File: src/rtl/divider_pkg.sv
// Shared constants for the iterative arithmetic units (multiplier, divider).
// Holds the datapath width, the iteration count, the common three-state FSM
// encoding and a two's-complement magnitude helper.
package divider_pkg;

    localparam int unsigned DIV_WIDTH = 32;
    localparam int unsigned DIV_ITERS = 32;

    typedef enum logic [1:0] {
        IDLE = 2'd0,
        RUN  = 2'd1,
        DONE = 2'd2
    } state_t;

    // Unsigned magnitude of a two's-complement value. 0x80000000 maps to
    // 0x80000000 (2^31), which is exact when read as unsigned.
    function automatic logic [DIV_WIDTH-1:0] abs_val(input logic [DIV_WIDTH-1:0] v);
        return v[DIV_WIDTH-1] ? (~v + 1'b1) : v;
    endfunction

endpackage

File: src/rtl/divider_div_step.sv
// One combinational restoring-division step.
// Ports:
//   rem_in   33-bit partial remainder
//   quo_in   32-bit quotient/dividend shift register
//   divisor  32-bit unsigned divisor magnitude
//   rem_out  next partial remainder
//   quo_out  next quotient (new bit in LSB)
module div_step
    import divider_pkg::*;
(
    input  logic [DIV_WIDTH:0]   rem_in,
    input  logic [DIV_WIDTH-1:0] quo_in,
    input  logic [DIV_WIDTH-1:0] divisor,
    output logic [DIV_WIDTH:0]   rem_out,
    output logic [DIV_WIDTH-1:0] quo_out
);

    logic [DIV_WIDTH+1:0] rem_sh;
    logic                 fits;

    always_comb begin
        // Shift {remainder, quotient} left by one; an extra top bit keeps the
        // trial comparison exact even when the remainder is already wide.
        rem_sh  = {rem_in, quo_in[DIV_WIDTH-1]};
        fits    = (rem_sh >= {2'b00, divisor});
        rem_out = fits ? (DIV_WIDTH+1)'(rem_sh - {2'b00, divisor})
                       : rem_sh[DIV_WIDTH:0];
        quo_out = {quo_in[DIV_WIDTH-2:0], fits};
    end

endmodule

File: src/rtl/divider.sv
// Signed 32-bit iterative restoring divider, one quotient bit per cycle.
// Ports:
//   clock           rising-edge clock
//   reset           synchronous active-high reset
//   ctrl_DIV        start pulse; operands sampled in this cycle only
//   data_operandA   dividend (two's complement)
//   data_operandB   divisor  (two's complement)
//   data_result     quotient truncated toward zero; 0 on exception
//   data_exception  divide-by-zero or 0x80000000 / -1 overflow
//   data_resultRDY  one-cycle pulse while the result is valid
module divider
    import divider_pkg::*;
#(
    parameter int WIDTH = 32
) (
    input  logic             clock,
    input  logic             reset,
    input  logic             ctrl_DIV,
    input  logic [WIDTH-1:0] data_operandA,
    input  logic [WIDTH-1:0] data_operandB,
    output logic [WIDTH-1:0] data_result,
    output logic             data_exception,
    output logic             data_resultRDY
);

    localparam logic [4:0] LAST_ITER = 5'(DIV_ITERS - 1);

    state_t state, state_nxt;

    logic [4:0]           count;
    logic [DIV_WIDTH:0]   rem;
    logic [DIV_WIDTH-1:0] quo;
    logic [DIV_WIDTH-1:0] divisor;
    logic                 neg_q;
    logic                 div_zero;
    logic                 ovf;

    logic [DIV_WIDTH:0]   rem_nxt;
    logic [DIV_WIDTH-1:0] quo_nxt;
    logic [DIV_WIDTH-1:0] q_signed;
    logic                 last_iter;

    div_step u_step (
        .rem_in  (rem),
        .quo_in  (quo),
        .divisor (divisor),
        .rem_out (rem_nxt),
        .quo_out (quo_nxt)
    );

    assign last_iter = (state == RUN) && (count == LAST_ITER);

    // Negate only a non-zero magnitude so a zero quotient never becomes -0.
    always_comb begin
        q_signed = quo_nxt;
        if (neg_q && (quo_nxt != '0)) begin
            q_signed = ~quo_nxt + 1'b1;
        end
    end

    always_ff @(posedge clock) begin
        if (reset) begin
            state <= IDLE;
        end else begin
            state <= state_nxt;
        end
    end

    always_comb begin
        state_nxt      = state;
        data_resultRDY = 1'b0;
        case (state)
            IDLE: state_nxt = IDLE;
            RUN:  if (count == LAST_ITER) state_nxt = DONE;
            DONE: begin
                data_resultRDY = 1'b1;
                state_nxt      = IDLE;
            end
            default: state_nxt = IDLE;
        endcase
        // A start request restarts from any state, including an abort of RUN.
        if (ctrl_DIV) begin
            state_nxt = RUN;
        end
    end

    always_ff @(posedge clock) begin
        if (reset) begin
            count          <= '0;
            rem            <= '0;
            quo            <= '0;
            divisor        <= '0;
            neg_q          <= 1'b0;
            div_zero       <= 1'b0;
            ovf            <= 1'b0;
            data_result    <= '0;
            data_exception <= 1'b0;
        end else if (ctrl_DIV) begin
            count    <= '0;
            rem      <= '0;
            quo      <= abs_val(data_operandA);
            divisor  <= abs_val(data_operandB);
            neg_q    <= data_operandA[DIV_WIDTH-1] ^ data_operandB[DIV_WIDTH-1];
            div_zero <= (data_operandB == '0);
            ovf      <= (data_operandA == 32'h8000_0000) && (data_operandB == 32'hFFFF_FFFF);
        end else if (state == RUN) begin
            rem   <= rem_nxt;
            quo   <= quo_nxt;
            count <= count + 5'd1;
            // Result is taken straight from the final step so it is ready
            // in the same edge that enters DONE.
            if (last_iter) begin
                data_exception <= div_zero | ovf;
                data_result    <= (div_zero | ovf) ? '0 : q_signed;
            end
        end
    end

endmodule
File: config.mk
export PLATFORM = sky130hd
export DESIGN_NAME = divider
export DESIGN_NICKNAME = d
export VERILOG_FILES = /design/src/rtl/divider_pkg.sv /design/src/rtl/divider_div_step.sv /design/src/rtl/divider.sv
export SDC_FILE = /design/constraint.sdc
export NUM_CORES = 1
export LEC_CHECK = 0
export CELL_PAD_IN_SITES_DETAIL_PLACEMENT = 1
export CELL_PAD_IN_SITES_GLOBAL_PLACEMENT = 2
export CORE_UTILIZATION = 37
export CTS_CLUSTER_SIZE = 16
export DETAILED_ROUTE_END_ITERATION = 10
export PLACE_DENSITY = 0.84
export SKIP_LAST_GASP = 1
export SYNTH_ARGS = -nofsm -noshare
export SYNTH_HDL_FRONTEND = slang
export SYNTH_HIERARCHICAL = 1
export SYNTH_SLANG_ARGS = --single-unit
File: constraint.sdc
create_clock -name clock -period 12.3 [get_ports clock]
set_clock_uncertainty 0.2 [all_clocks]
set_input_delay 2.46 -clock clock [delete_from_list [all_inputs] [get_ports clock]]
set_output_delay 2.46 -clock clock [all_outputs]
set_load 0.01 [all_outputs]
==> impl_metrics.env <==
export IMPL_ys_async_sr_fraction=0
export IMPL_cts_htree_levels=4
export IMPL_insertedDiodeCount=0
export IMPL_tightest_slew_ns=0.964
export IMPL_grt_pass1_vias=8827
export IMPL_worst_r2r_setup_slack_ns=7.22
export IMPL_gr_total_overflow=0
export IMPL_ys_ff_latch=140
export IMPL_fp_dieH_um=165
export IMPL_postSynthCellCount=1248
export IMPL_clk_latency_ns=0.43
export IMPL_portBuffers=100
export IMPL_finalSetupViolations=0
export IMPL_antenna_left=0
export IMPL_area_growth_pct=15.4
export IMPL_hold_path_class="flop to flop"
export IMPL_period_share=0.413
export IMPL_postCtsHoldBufs=0
export IMPL_ir_drop_mv=0.0693
export IMPL_cts_buffers=17
export IMPL_ys_seq_area_frac=0.285
export IMPL_whs_ns=0.247
export IMPL_crit_type="flop to flop"
export IMPL_wl_met2_um=12600
export IMPL_place_area_um2=10800
export IMPL_r2r_start="divisor[0]"
export IMPL_cts_path_max_buffers=2
export IMPL_required_ns=12.41
export IMPL_rows=59
export IMPL_grt_first_pass_wirelength_um=49000
export IMPL_cts_clk_slew_worst_paths_ns=0.07
export IMPL_syn_nets=1354
export IMPL_core_um2=26100
export IMPL_drive_above_1_share=0.0765
export IMPL_max_freq_mhz=197
export IMPL_syn_cell_area_um2=9840
export IMPL_die_area_um2=27300
export IMPL_syn_avg_cell_area_um2=7.89
export IMPL_post_cts_buffers=0
export IMPL_vias=9119
export IMPL_synthDistinctLibCells=82
export IMPL_worst_path_max_fanout=17
export IMPL_status="finished clean"
export IMPL_start_util=0.378
export IMPL_grt_use_total=0.229
export IMPL_cap_viol_max_count=0
export IMPL_p_per_area_nw_per_um2=110
export IMPL_hpwl_um=22000
export IMPL_r2r_cells=17
export IMPL_final_util=0.436
export IMPL_wire_per_inst_um=18.8
export IMPL_r2r_end="data_result[17]"
export IMPL_yosys_warnings=6
export IMPL_drtPass1Iterations=7
export IMPL_cp_end_kind="flop"
export IMPL_drt_total_wl_um=30300
export IMPL_arrival_ns=5.20
export IMPL_final_fill_count=3152
export IMPL_layout_commonest_cell="nand2_1"
export IMPL_rsz0062_at_grt="no"
export IMPL_period_needed_ns=5.08
export IMPL_finalHoldViolCount=0
export IMPL_cts_sinks=140
export IMPL_nets=1374
export IMPL_met1_length_um=16400
export IMPL_start_kind="flop"
export IMPL_critPathCapture="data_result[17]"
export IMPL_maxUsedRoutingLayer="met4"
export IMPL_io_pins=101
export IMPL_drc_errors=0
export IMPL_leakagePower_uw=0.00422
export IMPL_synth_edf_count=0
export IMPL_grt_max_degree=58
export IMPL_drtIter0Drc=459
export IMPL_design_area_um2=11400
export IMPL_antenna_found_initial=0
export IMPL_clock_root_buffer="clkbuf_16"
export IMPL_die_width_um=165
export IMPL_routabilityCongestion=0.839
export IMPL_setup_total_negative_slack_ns=0
export IMPL_routed_via_density=5.64
export IMPL_cts_resized=0
export IMPL_route_met3_wl_um=1110
export IMPL_synthFlopType="dfxtp_1"
export IMPL_mostFrequentLayoutCells="nand2_1 (199), dfxtp_1 (140), clkdlybuf4s50_1 (99)"
export IMPL_slew_viol_final=0
export IMPL_slew_headroom=0.356
export IMPL_tritoncts="built"
export IMPL_critPathLaunch="divisor[0]"
-- per-layer routing --
layer  vias to the layer above  global-route usage
met3                        21              0.0287
met4                         0              0.0467
met1                      4415               0.358
met2                       185               0.328
met5                         -                   0
li1                       4498                   -
-- critical path, cell delays in order (launching register included) --
cell      delay (ns)
dfxtp_1         0.39
ha_1            0.20
inv_1           0.06
fa_1            0.40
nand3_1         0.13
a21oi_1         0.11
nor3_4          0.32
o211ai_4        0.18
a31oi_2         0.31
a21o_2          0.19
inv_2           0.08
inv_1           0.07
ha_1            0.18
or3b_2          0.56
nor4_4          0.71
nand3_1         0.54
o211ai_1        0.27
nand3_1         0.08
-- synth_stat cells, types with 24 or more instances --
library cell / instances / area share
dfxtp_1: 140 / 0.28
nand3_1: 24 / 0.012
o21ai_1: 33 / 0.017
xnor2_1: 37 / 0.033
inv_1: 48 / 0.018
nor2_1: 64 / 0.024
xor2_1: 69 / 0.061
nand2_1: 199 / 0.076
ha_1: 38 / 0.048
buf_4: 33 / 0.025
o21ai_0: 49 / 0.025
clkbuf_1: 64 / 0.024
a211oi_1: 28 / 0.021
nor3_1: 34 / 0.017
a21oi_1: 67 / 0.034
-- worst min-delay path by stage --
stage	start	end	slack (ns)	cells past startpoint
after floorplan	divisor[10]	divisor[10]	0.23	2
after global placement	data_result[16]	data_result[16]	0.24	2
after detailed placement	divisor[28]	divisor[28]	0.24	2
after CTS	divisor[28]	divisor[28]	0.25	2
after global routing	divisor[30]	divisor[30]	0.27	2
final	divisor[28]	divisor[28]	0.25	2
-- cell families (layout without fill, tap and decap cells) --
group                      Yosys count  in the layout  synth area share
DFF                                140            140             0.285
AOI/OAI and AO/OA                  333            333             0.241
muxes                               29             29            0.0318
buffers and inverters              164            197            0.0802
adders and majority gates           39             39            0.0503
xor gates and xnor gates           106            106            0.0943
and+or+nand+nor                    437            437             0.217
-- sequential cells by signal, indices dropped and copies added, names as in the netlist --
signal          count
count               5
data_exception      1
data_result        32
div_zero            1
divisor            32
neg_q               1
ovf                 1
quo                32
rem                33
state               2
-- final cells by class --
type                       count  area (um2)  area share
clock inverter                13         130      0.0115
inverter                      50         188      0.0165
multi-input combinational    944        6260       0.552
tap                          335         419      0.0369
sequential                   140        2800       0.247
clock buffer                  19         443      0.0390
timing repair buffer         115        1110      0.0976
-- metrics by stage --
stage / instances / power (uW) / setup WS [ns]
after floorplan: 1248 / 666 / 7.79
after global placement: 1584 / 737 / 6.99
after detailed placement: 1584 / 741 / 6.83
after CTS: 1616 / 1250 / 7.24
after global routing: 1616 / 1300 / 6.78
final: 1616 / 1250 / 7.22
-- where the power goes --
group,internal [uW],switching [uW]
clock,289,223
sequential,470,27.5
combinational,93.0,143
total,852,393
No activity file was read; power rests on OpenSTA's default activity.
